### src/rtl/local_store_controller_pkg.sv
// rtl/local_store_controller_pkg.sv - shared state encoding and skid sizing for the local store controller
package local_store_controller_pkg;

    typedef enum logic [1:0] {
        ST_IDLE  = 2'd0,
        ST_FILL  = 2'd1,
        ST_READ  = 2'd2,
        ST_DRAIN = 2'd3
    } lsc_state_t;

    localparam int SKID_DEPTH = 2;
    localparam int SKID_CNT_W = $clog2(SKID_DEPTH + 1);

endpackage

### src/rtl/local_store_skid.sv
// rtl/local_store_skid.sv - two-entry FIFO that absorbs SRAM read returns in front of the replay stream
module local_store_skid
    import local_store_controller_pkg::*;
#(
    parameter int DW = 17
) (
    input  logic                  clk,
    input  logic                  rst_n,
    input  logic                  push,
    input  logic [DW-1:0]         push_data,
    input  logic                  pop,
    output logic [DW-1:0]         head_data,
    output logic [SKID_CNT_W-1:0] count,
    output logic                  empty
);

    logic [DW-1:0]         ent_q [SKID_DEPTH];
    logic [DW-1:0]         ent_d [SKID_DEPTH];
    logic                  wptr_q, wptr_d;
    logic                  rptr_q, rptr_d;
    logic [SKID_CNT_W-1:0] count_q, count_d;
    logic                  do_push;
    logic                  do_pop;

    assign head_data = ent_q[rptr_q];
    assign count     = count_q;
    assign empty     = (count_q == '0);

    // Next-state for entries, pointers and occupancy; a pop frees a slot for a same-cycle push
    always_comb begin
        ent_d   = ent_q;
        wptr_d  = wptr_q;
        rptr_d  = rptr_q;
        do_pop  = pop && (count_q != '0);
        do_push = push && ((count_q != SKID_CNT_W'(SKID_DEPTH)) || do_pop);
        if (do_push) begin
            ent_d[wptr_q] = push_data;
            wptr_d        = ~wptr_q;
        end
        if (do_pop) begin
            rptr_d = ~rptr_q;
        end
        count_d = count_q + SKID_CNT_W'(do_push) - SKID_CNT_W'(do_pop);
    end

    // FIFO state register
    always_ff @(posedge clk or negedge rst_n) begin
        if (!rst_n) begin
            for (int i = 0; i < SKID_DEPTH; i++) begin
                ent_q[i] <= '0;
            end
            wptr_q  <= 1'b0;
            rptr_q  <= 1'b0;
            count_q <= '0;
        end else begin
            ent_q   <= ent_d;
            wptr_q  <= wptr_d;
            rptr_q  <= rptr_d;
            count_q <= count_d;
        end
    end

endmodule

### src/rtl/local_store_controller.sv
// rtl/local_store_controller.sv - fills the PE local store from a stream and replays it a programmable number of times
module local_store_controller
    import local_store_controller_pkg::*;
#(
    parameter int A = 7,
    parameter int W = 16,
    parameter int R = 8
) (
    input  logic         CLK,
    input  logic         RESETn,
    input  logic         start,
    input  logic [A:0]   len,
    input  logic [R-1:0] reps,
    output logic         busy,
    output logic         done,
    input  logic [W-1:0] in_data,
    input  logic         in_valid,
    output logic         in_ready,
    output logic [W-1:0] out_data,
    output logic         out_valid,
    input  logic         out_ready,
    output logic         out_last,
    output logic [A-1:0] mem_address,
    output logic [W-1:0] mem_dataInput,
    output logic         mem_write,
    input  logic [W-1:0] mem_dataOutput
);

    lsc_state_t            state_q, state_d;
    logic [A:0]            len_q, len_d;
    logic [R-1:0]          reps_q, reps_d;
    logic [A:0]            wr_ptr_q, wr_ptr_d;
    logic [A:0]            rd_ptr_q, rd_ptr_d;
    logic [R-1:0]          pass_q, pass_d;
    logic                  busy_q, busy_d;
    logic                  done_q, done_d;
    logic                  inflight_q, inflight_d;
    logic                  inflight_last_q, inflight_last_d;

    logic [A:0]            last_idx;
    logic [SKID_CNT_W-1:0] skid_count;
    logic                  skid_empty;
    logic [W:0]            skid_head;
    logic                  pop;
    logic [SKID_CNT_W:0]   occ;
    logic                  can_issue;

    // A read issued last cycle lands in the skid now, tagged with its end-of-pass flag
    local_store_skid #(
        .DW(W + 1)
    ) u_skid (
        .clk       (CLK),
        .rst_n     (RESETn),
        .push      (inflight_q),
        .push_data ({inflight_last_q, mem_dataOutput}),
        .pop       (pop),
        .head_data (skid_head),
        .count     (skid_count),
        .empty     (skid_empty)
    );

    assign last_idx      = len_q - (A + 1)'(1);
    assign out_valid     = ~skid_empty;
    assign out_data      = skid_head[W-1:0];
    assign out_last      = out_valid & skid_head[W];
    assign pop           = out_valid & out_ready;
    assign busy          = busy_q;
    assign done          = done_q;
    assign mem_dataInput = in_data;

    // Slots committed after this cycle: buffered plus in flight, less the word leaving now
    assign occ       = {1'b0, skid_count} + (SKID_CNT_W + 1)'(inflight_q);
    assign can_issue = (occ - (SKID_CNT_W + 1)'(pop)) < (SKID_CNT_W + 1)'(SKID_DEPTH);

    // Job sequencing: next state, pointers and SRAM port controls
    always_comb begin
        state_d         = state_q;
        len_d           = len_q;
        reps_d          = reps_q;
        wr_ptr_d        = wr_ptr_q;
        rd_ptr_d        = rd_ptr_q;
        pass_d          = pass_q;
        busy_d          = busy_q;
        done_d          = 1'b0;
        inflight_d      = 1'b0;
        inflight_last_d = 1'b0;
        in_ready        = 1'b0;
        mem_write       = 1'b0;
        mem_address     = '0;

        case (state_q)
            ST_IDLE: begin
                if (start) begin
                    len_d    = len;
                    reps_d   = reps;
                    wr_ptr_d = '0;
                    rd_ptr_d = '0;
                    pass_d   = '0;
                    if (len == '0) begin
                        done_d = 1'b1;
                    end else begin
                        busy_d  = 1'b1;
                        state_d = ST_FILL;
                    end
                end
            end

            ST_FILL: begin
                in_ready    = 1'b1;
                mem_address = wr_ptr_q[A-1:0];
                if (in_valid) begin
                    mem_write = 1'b1;
                    if (wr_ptr_q == last_idx) begin
                        wr_ptr_d = '0;
                        state_d  = (reps_q != '0) ? ST_READ : ST_DRAIN;
                    end else begin
                        wr_ptr_d = wr_ptr_q + (A + 1)'(1);
                    end
                end
            end

            ST_READ: begin
                mem_address = rd_ptr_q[A-1:0];
                if (can_issue) begin
                    inflight_d      = 1'b1;
                    inflight_last_d = (rd_ptr_q == last_idx);
                    if (rd_ptr_q == last_idx) begin
                        rd_ptr_d = '0;
                        pass_d   = pass_q + R'(1);
                        if (pass_q == reps_q - R'(1)) begin
                            state_d = ST_DRAIN;
                        end
                    end else begin
                        rd_ptr_d = rd_ptr_q + (A + 1)'(1);
                    end
                end
            end

            ST_DRAIN: begin
                if (skid_empty && !inflight_q) begin
                    done_d  = 1'b1;
                    busy_d  = 1'b0;
                    state_d = ST_IDLE;
                end
            end

            default: begin
                state_d = ST_IDLE;
            end
        endcase
    end

    // Controller state register
    always_ff @(posedge CLK or negedge RESETn) begin
        if (!RESETn) begin
            state_q         <= ST_IDLE;
            len_q           <= '0;
            reps_q          <= '0;
            wr_ptr_q        <= '0;
            rd_ptr_q        <= '0;
            pass_q          <= '0;
            busy_q          <= 1'b0;
            done_q          <= 1'b0;
            inflight_q      <= 1'b0;
            inflight_last_q <= 1'b0;
        end else begin
            state_q         <= state_d;
            len_q           <= len_d;
            reps_q          <= reps_d;
            wr_ptr_q        <= wr_ptr_d;
            rd_ptr_q        <= rd_ptr_d;
            pass_q          <= pass_d;
            busy_q          <= busy_d;
            done_q          <= done_d;
            inflight_q      <= inflight_d;
            inflight_last_q <= inflight_last_d;
        end
    end

endmodule

### config.mk
export PLATFORM = sky130hd
export DESIGN_NAME = local_store_controller
export DESIGN_NICKNAME = d
export VERILOG_FILES = /design/src/rtl/local_store_controller_pkg.sv /design/src/rtl/local_store_skid.sv /design/src/rtl/local_store_controller.sv
export SDC_FILE = /design/constraint.sdc
export NUM_CORES = 1
export LEC_CHECK = 0
export BUFFER_PORTS_ARGS = -buffer_cell sky130_fd_sc_hd__buf_4
export CORE_MARGIN = 5
export CORE_UTILIZATION = 60
export DETAILED_ROUTE_END_ITERATION = 12
export PLACE_DENSITY = 0.9
export SLEW_MARGIN = 20
export SYNTH_ARGS = -nofsm -noshare
export SYNTH_HDL_FRONTEND = slang
export SYNTH_SLANG_ARGS = --single-unit
### constraint.sdc
create_clock -name CLK -period 7.9 [get_ports CLK]
set_clock_uncertainty 0.05 [all_clocks]
set_input_delay 1.58 -clock CLK [delete_from_list [all_inputs] [get_ports CLK]]
set_output_delay 1.58 -clock CLK [all_outputs]
set_load 0.02 [all_outputs]
**Word level (Yosys, flattened, before mapping)**

Index checks and enable logic that the tools add are counted.

- Output and inout bits: 45
- Word-level logic and storage cells: 112
- Bits of input ports: 53
- Flip-flop bits (word level): 84

- Reduce and logical (&&, ||, !) cells: 20
- Muxes and demuxes: 42
- Magnitude comparators: 4
- Add/subtract/negate cells: 9
- Eq/ne operators: 15
- Bitwise gates (word level): 7

Operators by type and width:

| cell | count |
|---|---|
| $mux 17 | 4 |
| $mux 8 | 7 |
| $pmux 8 s2 | 3 |
| $bwmux 34 | 1 |
| $add 8x1->8 const B | 3 |
| $eq 8x8->1 | 3 |
| $ne 2x2->1 const B | 9 |
| $demux 17 s1 | 1 |
| $mux 2 | 8 |
| $sub 8x1->8 const B | 2 |
| $mux 1 | 14 |
| $pmux 7 s2 | 1 |
| $logic_not 8->1 | 1 |
| $pmux 2 s4 | 1 |
| $reduce_and 4->1 | 2 |
| $reduce_and 8->1 | 1 |
| $reduce_bool 2->1 | 4 |
| $reduce_bool 8->1 | 1 |
| $reduce_and 3->1 | 2 |
| $eq 2x2->1 const B | 2 |
| $ge 2x2->1 const B | 2 |
| $logic_and 1x1->1 | 4 |
| $logic_not 2->1 | 2 |
| $not 1->2 | 2 |
| 13 further kinds | 17 |

**Logic depth before layout (Yosys ltp)**

- Word-level depth: 8
- Mapped depth: 15
- Depth with buffers taken out: 14

**Cells and area by module**

A second synthesis with hierarchy kept.

- Cells, all modules: 469
- Area total of the unflattened synthesis: 5146.2 µm²

Modules (own cells, without submodules):

| module | area an instance (µm²) | instances | cells an instance | seq. area each (µm²) |
|---|---|---|---|---|
| local_store_controller | 3352.0 | 1 | 356 | 1151.1 |
| local_store_skid | 1794.2 | 1 | 113 | 950.9 |

**Worst setup path after synthesis**

Ideal clock, no wire load.

- Path kind: in2reg
- From: input out_ready
- To: register rd_ptr_q[6]
- Stages on the path: 13
- Data arrival time: 3.667 ns
- Data required time: 7.720 ns
- Buffers on the path: 1
- Library setup time: 0.130 ns
- Slack: 4.052 ns
- Cell sequence: and2_1 -> ha_1 -> inv_1 -> nand2_1 -> fa_1 -> xnor2_1 -> a21o_1 -> and2_1 -> clkbuf_1 -> and4_1 -> nand3_1 -> xor2_1 -> nor2_1

- Cells in the longest elaborated chain, start to end: 5

RTL lines:

| item | line | RTL |
|---|---|---|
| from (decl) | local_store_controller.sv:21 | `input logic out_ready,` |
| $and 1x1->1 | local_store_controller.sv:66 | `assign pop = out_valid & out_ready;` |
| $sub 3x1->3 | local_store_controller.sv:73 | `assign can_issue = (occ - (SKID_CNT_W + 1)'(pop)) < (SKID_CNT_W + 1)'(SKID_DEPTH);` |
| $lt 3x2->1 | local_store_controller.sv:73 |  |
| $ne 2x2->1 (no source line) | n/a |  |
| $reduce_and 3->1 (no source line) | n/a |  |
| to (signal assigned) | local_store_controller.sv:171 | `rd_ptr_q <= rd_ptr_d;` |
| to (decl) | local_store_controller.sv:33 | `logic [A:0] rd_ptr_q, rd_ptr_d;` |

Every way passes these cells.
A chain may end at the register's enable or synchronous reset.

**Worst setup path in the final report**

Ends and elaborated chain as after synthesis.

==> results.json <==
{
  "grtUsageTotal_pct": 23.1,
  "period_needed_ns": 3.91,
  "p_leak_uw": 0.00264,
  "synth.most_common_cell": "dfrtp_1",
  "rows": 32,
  "grt-ovfl-total": 0,
  "htree_levels": 3,
  "clkTransAtPathRegs_ns": 0.10,
  "maxSlewHeadroom_pct": 25.0,
  "ys_async_sr_fraction_pct": 100,
  "clock_path_buffers": 2,
  "worst_ir_drop_vdd_v": 0.0000972,
  "drive_above_1_share_pct": 33.1,
  "drc": 0,
  "synthFlopType": "dfrtp_1",
  "clk_latency_ns": 0.37,
  "cts_setup_buffers": 0,
  "grt_pass1_wl_mm": 18.3,
  "io_buffers": 65,
  "synth-seq-cells": 84,
  "grt_pass1_vias": 3672,
  "status": "completed",
  "antenna_found_initial": 0,
  "cts_root_buf": "clkbuf_8",
  "drtIter0Drc": 282,
  "final_area_sq_um": 5440,
  "start_util_pct": 61.8,
  "drtPass1Iterations": 7,
  "layout_setup_ws_ns": 3.99,
  "critical_path_arrival_ns": 4.10,
  "worst_path_most_repeated_cell": "and2_1",
  "synth_area_sq_um": 4800,
  "endpoint_kind": "flop",
  "nNetsFinal": 547,
  "cts_resized": 0,
  "start_kind": "input port",
  "fin_cells": 588,
  "synthesis.nets": 503,
  "pin_count": 98,
  "synthTopCellsByArea": "dfrtp_1, mux2_2, xnor2_1",
  "area_delta_synth_final_pct": 13.3,
  "placedCellCount": 572,
  "period_share_pct": 49.5,
  "ys_seq_area_share_pct": 43.8,
  "die_area_sq_um": 9890,
  "n_fill_cell": 525,
  "maxCapViolCount": 0,
  "die-width_um": 99.4,
  "slowest_delay_ns": 0.38,
  "synth_cell_types": 54,
  "cts_sinks": 84,
  "synth_top_area_share_pct": 43.8,
  "drt-vias-per-instance": 6.16,
  "vias": 3622,
  "setup_violations": 0,
  "cts_tree": "yes",
  "core_sq_um": 7770,
  "diodes": 0,
  "synth_edf_count": 0,
  "hold_path_class": "flop to flop",
  "wl_per_cell_um": 18.5,
  "synth_top_area_cell": "dfrtp_1",
  "pre_cts_ws_ns": 3.69,
  "ys_top_cells_by_count": "dfrtp_1, mux2_2, xnor2_1",
  "power_density_nw_per_um2": 182,
  "hpwl_mm": 7.77,
  "syn_avg_cell_area_sq_um": 11.0,
  "clock.fmax_mhz": 256,
  "syn_inst": 437,
  "path_cells": "buf_4 > and2_1 > ha_1 > inv_1 > nand2_1 > fa_1 > xnor2_1 > a21o_1 > and2_1 > and4_1 > nand3_1 > xor2_1 > nor2_1",
  "placed_area_sq_um": 5230,
  "utilization_pct": 70.0,
  "path_max_fanout": 10,
  "tightest_slew_ns": 1.11,
  "gp_congestion": 0.857,
  "path_class": "input port to flop",
  "yosysWarnings": 0,
  "final_max_slew_viol_count": 0,
  "hold_buffers": 0,
  "wl_mm": 10.9,
  "fp.dieH_um": 99.4,
  "grt_max_degree": 85,
  "rsz0062_at_grt": "false",
  "final_hold_viol_count": 0,
  "fin_setup_tns_ns": 0,
  "critPathRequiredTime_ns": 8.09,
  "cp_slowest_cell": "fa_1",
  "numCtsBuffers": 9,
  "ant_nets": 0
}
## per-stage QoR
stage	hold slack, ns	total power, uW
6_report	0.461	990
5_1_grt	0.481	1030
4_1_cts	0.460	992
3_5_place_dp	0.438	671
3_3_place_gp	0.431	661
2_1_floorplan	0.418	611
## flip-flops by register name (all words and copies together) (netlist names)
register and flops:
wr_ptr_q 8, state_q 2, rd_ptr_q 8, reps_q 8
u_skid.rptr_q 1, busy 1, inflight_last_q 1, u_skid.count 2
u_skid.ent_q 34, len_q 8, inflight_q 1, done 1
u_skid.wptr_q 1, pass_q 8
## path summary, 6_finish.rpt
kind,slack [ns],endpoint,cells after the start,from
worst max-delay path,3.99,rd_ptr_q[6]$_DFFE_PN0P_,13,out_ready
worst min-delay path,0.46,u_skid.ent_q[6]$_DFFE_PN0P_,1,u_skid.ent_q[6]$_DFFE_PN0P_
worst max register to register,4.57,rd_ptr_q[6]$_DFFE_PN0P_,14,u_skid.count[1]$_DFF_PN0_
worst min register to register,0.46,u_skid.ent_q[6]$_DFFE_PN0P_,1,u_skid.ent_q[6]$_DFFE_PN0P_
max in group asynchronous,6.07,u_skid.ent_q[2]$_DFFE_PN0P_,1,RESETn
min in group asynchronous,1.22,len_q[0]$_DFFE_PN0P_,1,RESETn
## routing by layer
layer  track usage [%]  wire, um
met1              29.7      4380
met2              38.7      5630
met3              3.79       613
met4              9.66       268
met5                 0         0
## worst max-delay path: cells and delay by family
| kind | cells | cell delay [ns] |
|---|---|---|
| adder cells (fa/ha/maj) | 2 | 0.65 |
| AO/OA/AOI/OAI | 1 | 0.22 |
| AND/OR/NAND/NOR | 6 | 1.05 |
| XOR/XNOR | 2 | 0.40 |
| buffers and inverters | 2 | 0.20 |
## cells by family (layout without fill, tap and decap cells)
| group | after synthesis | after routing | synth area share (%) |
|---|---|---|---|
| AOI/OAI and AO/OA | 69 | 69 | 9.85 |
| xor gates and xnor gates | 40 | 40 | 7.90 |
| adders and majority gates | 13 | 13 | 3.55 |
| buffers and inverters | 51 | 100 | 5.53 |
| DFF | 84 | 84 | 43.8 |
| muxes | 74 | 74 | 17.3 |
| and+or+nand+nor | 106 | 106 | 12.1 |
## area by class of cell
cell class | count | area [sq um] | share of cell area (%)
inverter | 18 | 67.6 | 1.24
clock inverter | 7 | 83.8 | 1.54
clock buffer | 9 | 124 | 2.28
timing repair buffer | 66 | 499 | 9.18
sequential | 84 | 2100 | 38.7
tap | 102 | 128 | 2.35
multi-input combinational | 302 | 2430 | 44.7
## power by group
part / switching [uW] / total (uW) / leakage [uW] / internal [uW]
registers: 47.3 / 496 / 0.00113 / 448
clock network: 173 / 326 / 0.000108 / 152
logic: 83.2 / 169 / 0.00140 / 85.6
## cells in the final DEF (no fill, tap or decap), types with 2 or more instances in the layout
| cell | count |
|---|---|
| nor2_1 | 21 |
| a22o_1 | 4 |
| or2_2 | 2 |
| nand4_1 | 3 |
| o21ai_0 | 18 |
| a21o_1 | 5 |
| ha_1 | 12 |
| clkbuf_8 | 9 |
| o31ai_1 | 5 |
| nor3b_1 | 4 |
| xor2_1 | 16 |
| a311o_1 | 2 |
| and2_1 | 5 |
| nor4_1 | 6 |
| nand3b_1 | 2 |
| and4_1 | 2 |
| a21oi_1 | 8 |
| a41oi_1 | 2 |
| and3_1 | 7 |
| clkinv_4 | 2 |
| nor3_1 | 2 |
| mux2i_1 | 4 |
| or4_1 | 2 |
| inv_8 | 2 |
| nand3_1 | 12 |
| a31oi_1 | 4 |
| a31o_2 | 4 |
| a21boi_0 | 2 |
| nand2b_1 | 6 |
| dfrtp_1 | 84 |
| inv_1 | 18 |
| o2bb2ai_1 | 2 |
| buf_4 | 65 |
| nor2b_1 | 7 |
| nor4_2 | 2 |
| mux2_2 | 69 |
| a22oi_1 | 7 |
| xnor2_1 | 22 |
| nand2_1 | 19 |
(Power assumes the default switching activity.)
